**config.mk**
```make
export PLATFORM = sky130hd
export DESIGN_NAME = adc_ram_reader
export DESIGN_NICKNAME = d
export VERILOG_FILES = /design/src/rtl/adc_pkg.sv /design/src/rtl/adc_rd_delay.sv /design/src/rtl/adc_ram_reader.sv
export SDC_FILE = /design/constraint.sdc
export NUM_CORES = 1
export LEC_CHECK = 0
export BUFFER_PORTS_ARGS = -buffer_cell sky130_fd_sc_hd__buf_2
export CAP_MARGIN = 30
export CELL_PAD_IN_SITES_DETAIL_PLACEMENT = 2
export CELL_PAD_IN_SITES_GLOBAL_PLACEMENT = 2
export CORE_UTILIZATION = 30
export DETAILED_ROUTE_END_ITERATION = 8
export GPL_TIMING_DRIVEN = 1
export PLACE_DENSITY = 0.88
export SYNTH_ARGS = -nofsm -noshare
export SYNTH_HDL_FRONTEND = slang
export SYNTH_SLANG_ARGS = --single-unit
```
**constraint.sdc**
```tcl
create_clock -name clk -period 1.7 [get_ports clk]
set_clock_uncertainty 0.05 [all_clocks]
set_input_delay 0.17 -clock clk [delete_from_list [all_inputs] [get_ports clk]]
set_output_delay 0.17 -clock clk [all_outputs]
set_load 0.01 [all_outputs]
```
**src/rtl/adc_pkg.sv**
```systemverilog
// Shared definitions for the ADC accumulation RAM capture/readout blocks.
package adc_pkg;

  localparam int ADC_ADDR_W = 12;
  localparam int ADC_DATA_W = 32;

  typedef enum logic [2:0] {
    ST_IDLE    = 3'd0,
    ST_WAIT    = 3'd1,
    ST_PRESENT = 3'd2,
`ifdef ADC_RAM_CLEAR_EN
    ST_CLEAR   = 3'd3,
`endif
    ST_DONE    = 3'd4
  } rd_state_e;

endpackage

```
**src/rtl/adc_rd_delay.sv**
```systemverilog
// Read-latency timer: shifts a one-bit read-issued tag through STAGES registers.
// flush_i drops any tag in flight so an aborted read never completes.
module adc_rd_delay #(
  parameter int STAGES = 2
) (
  input  logic clk_i,
  input  logic rst_ni,
  input  logic flush_i,
  input  logic tag_i,
  output logic tag_o
);

  logic [STAGES-1:0] sr_q;

  always_ff @(posedge clk_i or negedge rst_ni) begin
    if (!rst_ni) begin
      sr_q <= '0;
    end else if (flush_i) begin
      sr_q <= '0;
    end else begin
      sr_q[0] <= tag_i;
      for (int i = 1; i < STAGES; i++) begin
        sr_q[i] <= sr_q[i-1];
      end
    end
  end

  assign tag_o = sr_q[STAGES-1];

endmodule

```
**src/rtl/adc_ram_reader.sv**
```systemverilog
// Sweeps an inclusive, wrapping RAM address range and streams each word on valid/ready.
// Define ADC_RAM_CLEAR_EN to zero every word in RAM after it has been consumed.
module adc_ram_reader
  import adc_pkg::*;
#(
  parameter int ADDR_W = ADC_ADDR_W,
  parameter int DATA_W = ADC_DATA_W,
  parameter int RD_LAT = 1
) (
  input  logic              clk,
  input  logic              rst_n,
  input  logic              start,
  input  logic              abort,
  input  logic [ADDR_W-1:0] first_addr,
  input  logic [ADDR_W-1:0] last_addr,
  output logic              busy,
  output logic              done,
  output logic [ADDR_W-1:0] ram_addr,
  input  logic [DATA_W-1:0] ram_rd_data,
  output logic              ram_we,
  output logic [DATA_W-1:0] ram_wr_data,
  output logic [DATA_W-1:0] out_data,
  output logic              out_valid,
  input  logic              out_ready,
  output logic              out_last
);

  rd_state_e         state_q;
  logic [ADDR_W-1:0] ram_addr_q;
  logic [ADDR_W-1:0] last_q;
  logic [DATA_W-1:0] out_data_q;
  logic              busy_q;
  logic              done_q;
  logic              ram_we_q;
  logic              out_valid_q;
  logic              out_last_q;
  logic              issue_q;
  logic              rd_ready;
  logic              at_last_d;

  assign at_last_d = (ram_addr_q == last_q);

  // issue_q marks the cycle after a new address was driven; the tag comes out
  // once the RAM data for that address is stable on ram_rd_data.
  adc_rd_delay #(
    .STAGES(RD_LAT + 1)
  ) u_rd_delay (
    .clk_i  (clk),
    .rst_ni (rst_n),
    .flush_i(abort),
    .tag_i  (issue_q),
    .tag_o  (rd_ready)
  );

  always_ff @(posedge clk or negedge rst_n) begin
    if (!rst_n) begin
      state_q     <= ST_IDLE;
      ram_addr_q  <= '0;
      last_q      <= '0;
      out_data_q  <= '0;
      busy_q      <= 1'b0;
      done_q      <= 1'b0;
      ram_we_q    <= 1'b0;
      out_valid_q <= 1'b0;
      out_last_q  <= 1'b0;
      issue_q     <= 1'b0;
    end else begin
      issue_q  <= 1'b0;
      done_q   <= 1'b0;
      ram_we_q <= 1'b0;
      if (abort && (state_q != ST_IDLE)) begin
        state_q     <= ST_IDLE;
        busy_q      <= 1'b0;
        out_valid_q <= 1'b0;
        out_last_q  <= 1'b0;
      end else begin
        case (state_q)
          ST_IDLE: begin
            if (start && !abort) begin
              last_q     <= last_addr;
              ram_addr_q <= first_addr;
              issue_q    <= 1'b1;
              busy_q     <= 1'b1;
              state_q    <= ST_WAIT;
            end
          end
          ST_WAIT: begin
            if (rd_ready) begin
              out_data_q  <= ram_rd_data;
              out_valid_q <= 1'b1;
              out_last_q  <= at_last_d;
              state_q     <= ST_PRESENT;
            end
          end
          ST_PRESENT: begin
            if (out_ready) begin
              out_valid_q <= 1'b0;
              out_last_q  <= 1'b0;
`ifdef ADC_RAM_CLEAR_EN
              ram_we_q    <= 1'b1;
              state_q     <= ST_CLEAR;
`else
              if (out_last_q) begin
                done_q  <= 1'b1;
                state_q <= ST_DONE;
              end else begin
                ram_addr_q <= ram_addr_q + ADDR_W'(1);
                issue_q    <= 1'b1;
                state_q    <= ST_WAIT;
              end
`endif
            end
          end
`ifdef ADC_RAM_CLEAR_EN
          ST_CLEAR: begin
            if (at_last_d) begin
              done_q  <= 1'b1;
              state_q <= ST_DONE;
            end else begin
              ram_addr_q <= ram_addr_q + ADDR_W'(1);
              issue_q    <= 1'b1;
              state_q    <= ST_WAIT;
            end
          end
`endif
          ST_DONE: begin
            busy_q  <= 1'b0;
            state_q <= ST_IDLE;
          end
          default: begin
            busy_q  <= 1'b0;
            state_q <= ST_IDLE;
          end
        endcase
      end
    end
  end

  assign busy        = busy_q;
  assign done        = done_q;
  assign ram_addr    = ram_addr_q;
  assign ram_we      = ram_we_q;
  assign ram_wr_data = '0;
  assign out_data    = out_data_q;
  assign out_valid   = out_valid_q;
  assign out_last    = out_last_q;

endmodule

```
==> summary.md <==
| Metric | Value |
|---|---|
| Total power per unit cell area | `1190 nW/um^2` |
| Final hold violation count | `0` |
| Skew-Pair Late Insertion Delay | `0.33 ns` |
| Top Layer Used | `met4` |
| Post-synthesis share of cell area spent on full adders, half adders and majority gates | `0.366%` |
| Largest fanout of any net on the critical path | `31` |
| Type of destination of the critical path | `register` |
| Largest net degree at the start of global routing | `48` |
| Clock-pin slew on the worst setup and hold paths | `0.05 ns` |
| Internal Pwr Total | `0.00374 W` |
| Combinational Power Share | `22.5%` |
| Wire length on met1 | `4030 microns` |
| Clock period minus final worst setup slack | `1.62 ns` |
| Mapped Cells | `271` |
| Number of warning messages in the yosys log | `0` |
| Share of synthesized area occupied by flip-flops and latches | `48.4%` |
| DRC violation count after routing | `0` |
| Post-synth EDFFs | `0` |
| Initial Utilization | `31.1%` |
| Xor/xnor share of the synthesized area | `3.08%` |
| Chip Width | `109 microns` |
| Slack of the critical path | `0.0795 ns` |
| Fraction of power consumed by sequential logic | `39.5%` |
| Num CTS Buffers | `9` |
| Worst min-delay path class | `in -> reg` |
| Simple-gate area share of the yosys netlist | `9.64%` |
| Clock net sink count | `66` |
| Area added between synthesis and finish | `29.2%` |
| Antenna violations before repair | `0` |
| Maximum capacitance violations | `0` |
| Data arrival time of the worst path | `1.77 ns` |
| Met2 WL | `4810 microns` |
| Count of pins over their slew limit | `0` |
| Layout cell share with drive strength beyond 1 | `46.0%` |
| Clock network fraction of total power | `38.1%` |
| Combinational family with the most area after synthesis | `multiplexers` |
| Yosys reg bits | `66` |
| Final period util | `95.3%` |
| Lkg Pwr | `2.30 nW` |
| Total length of routed met3 wires | `476 microns` |
| I/O Pins | `142` |
| Wire per inst | `17.5 microns` |
| Type of origin of the critical path | `register` |
| Total track usage | `16.3%` |
| IO buf count | `108` |
| Floorplan die area | `11,800 sq um` |
| Core region area | `11,000 sq um` |
| Distinct cell type count after synthesis | `49` |
| Drt pass-1 iters | `4` |
| Net Sw Frac | `28.5%` |
| Post-synthesis area per instance | `12.6 sq um` |
| Post-synth top flop | `sky130_fd_sc_hd__dfrtp_1` |
| # rows | `38` |
| Fraction of synthesized area in multiplexers | `18.0%` |
| IR Drop Worst-Case VDD | `392 uV` |
| Total detailed-routing wirelength | `9440 microns` |
| Worst slack at placement | `-0.00657 ns` |
| Synth Area in Compound Gates | `9.16%` |
| Total congestion overflow | `0` |
| Estimated wirelength of the detail-placed design | `6890 microns` |
| Post-synthesis instance area | `3410 sq um` |
| Root buffer cell | `sky130_fd_sc_hd__clkbuf_16` |
| Clock tree from TritonCTS | `built` |
| Net count of the finished layout | `455` |
| Die Y-Extent | `109 microns` |
| Initial DRC count | `102` |
| Gpl congestion | `0.808` |
| Highest clock frequency the design can meet | `617 MHz` |
| Kind of critical path | `reg -> reg` |
| First-pass GRT wire length | `14,300 microns` |
| Total power after layout | `0.00524 W` |
| Final setup violating endpoints | `0` |
| Detail-routed via count per cell | `4.64` |
| H-tree levels | `3` |
| Switching pwr | `0.00149 W` |
| Post-synth ARST share | `100%` |
| DRT antenna net count | `0` |
| Setup repair after global routing missed its margin | `yes` |
| Via count | `2,494` |
| Run status | `complete, no violations` |
| Max Root-Sink Buffers | `2` |
| Vias in the first global route | `2,670` |
| Worst path required time | `1.85 ns` |
| Antenna diode count | `0` |
critical path: stages (launching register included):
cell                      delay (ns)
sky130_fd_sc_hd__dfrtp_2        0.47
sky130_fd_sc_hd__nor3_4         0.27
sky130_fd_sc_hd__nand3_4        0.14
sky130_fd_sc_hd__buf_12         0.21
sky130_fd_sc_hd__mux2_1         0.34
layout by cell type, fill, tap and decap left out, drive strengths merged, types with 3 or more instances in the layout:
master       instances
a21oi               11
o22ai                3
clkbuf              10
clkinv               4
nor2                 6
a2bb2oi              9
dlygate4sd3          5
conb                33
xnor2               12
nand2               12
dfrtp               66
nor3                 4
nand2b               3
nand3                5
o21ai                7
nor3b                3
mux2                44
nand4                9
buf                124
path summary, 6_finish.rpt:
check                      slack (ns)                 end  depth (start not counted)            start
max                              0.08         out_data[0]                          4       state_q[2]
min                              0.01        out_data[24]                          2  ram_rd_data[24]
max reg2reg                      0.08         out_data[0]                          4       state_q[2]
min reg2reg                      0.43  u_rd_delay.sr_q[0]                          1          issue_q
max in group asynchronous        0.67        out_data[10]                          3            rst_n
min in group asynchronous        0.28        out_data[30]                          2            rst_n
routing by layer:
metal / up-vias / GRT usage (%)
li1: 1142 / -
met1: 1249 / 19.5
met2: 94 / 28.9
met3: 9 / 3.77
met4: 0 / 5.31
met5: - / 0
sequential cells by signal, summed over array words and instances (netlist names):
signal           flops
issue_q              1
busy                 1
ram_addr            12
last_q              12
out_data            32
state_q              3
out_last             1
done                 1
u_rd_delay.sr_q      2
out_valid            1
synth_stat cells (2+ instances only):
master                      instances  area, sq um
sky130_fd_sc_hd__dfrtp_1           66         1650
sky130_fd_sc_hd__buf_4             35          263
sky130_fd_sc_hd__mux2_4            29          435
sky130_fd_sc_hd__mux2_1            15          169
sky130_fd_sc_hd__xnor2_1           12          105
sky130_fd_sc_hd__nand2_1           11         41.3
sky130_fd_sc_hd__a2bb2oi_1          9         78.8
sky130_fd_sc_hd__nand4_1            9         56.3
sky130_fd_sc_hd__a21oi_1            7         35.0
sky130_fd_sc_hd__buf_6              7         78.8
sky130_fd_sc_hd__buf_2              5         25.0
sky130_fd_sc_hd__nor2_1             5         18.8
sky130_fd_sc_hd__o21ai_0            5         25.0
sky130_fd_sc_hd__a21oi_2            4         35.0
sky130_fd_sc_hd__nand3_1            4         20.0
sky130_fd_sc_hd__nand2b_1           3         18.8
sky130_fd_sc_hd__nor3_1             3         15.0
sky130_fd_sc_hd__o22ai_1            3         18.8
sky130_fd_sc_hd__a31oi_1            2         12.5
sky130_fd_sc_hd__and2_1             2         12.5
sky130_fd_sc_hd__and3_1             2         12.5
sky130_fd_sc_hd__and4_1             2         17.5
sky130_fd_sc_hd__clkbuf_1           2         7.51
sky130_fd_sc_hd__nor2b_1            2         12.5
sky130_fd_sc_hd__o21ai_1            2         10.0
sky130_fd_sc_hd__o22a_1             2         17.5
stage by stage:
step | utilization (%) | hold WS [ns] | cells | cell area, sq um | TNS [ns]
finish | 40.2 | 0.00999 | 538 | 4410 | 0
global route | 40.2 | 0.00240 | 538 | 4410 | -0.0271
CTS | 40.0 | 0.000750 | 536 | 4390 | 0
detailed placement | 36.6 | 0.114 | 516 | 4020 | -0.00657
global placement | 36.6 | 0.100 | 516 | 4020 | 0
floorplan | - | -0.176 | 303 | 3530 | 0
cell type report:
type	instances	area, sq um
Inverter	2	7.51
Sequential cell	66	1650
Fill cell	1168	6570
Timing Repair Buffer	129	752
Multi-Input combinational cell	185	1500
Clock buffer	10	229
Tap cell	140	175
Clock inverter	6	91.3
logic make-up after synthesis:
logic type,after synthesis
DFF,66
other,1
xor gates and xnor gates,12
buffers and inverters,52
AOI/OAI and AO/OA,42
adders and majority gates,1
muxes,45
and+or+nand+nor,52
what timing repair did:
item / in CTS / in global routing
endpoints found under the hold margin: 22 / 1
hold buffers: 4 / 1
pin swaps: 0 / 1
buffers inserted: 0 / 1
endpoints found under the setup margin: 8 / 11
gates resized for setup: 2 / 2
power by group through the flow:
stage               registers [W]  clock network, W  logic, W
finish                    0.00207           0.00199   0.00118
detailed placement        0.00209                 0   0.00116
floorplan                 0.00211                 0  0.000680
global placement          0.00206                 0   0.00111
CTS                       0.00207           0.00204   0.00119
global route              0.00210           0.00211   0.00128
Note: power is estimated with default switching activity, not from simulation.
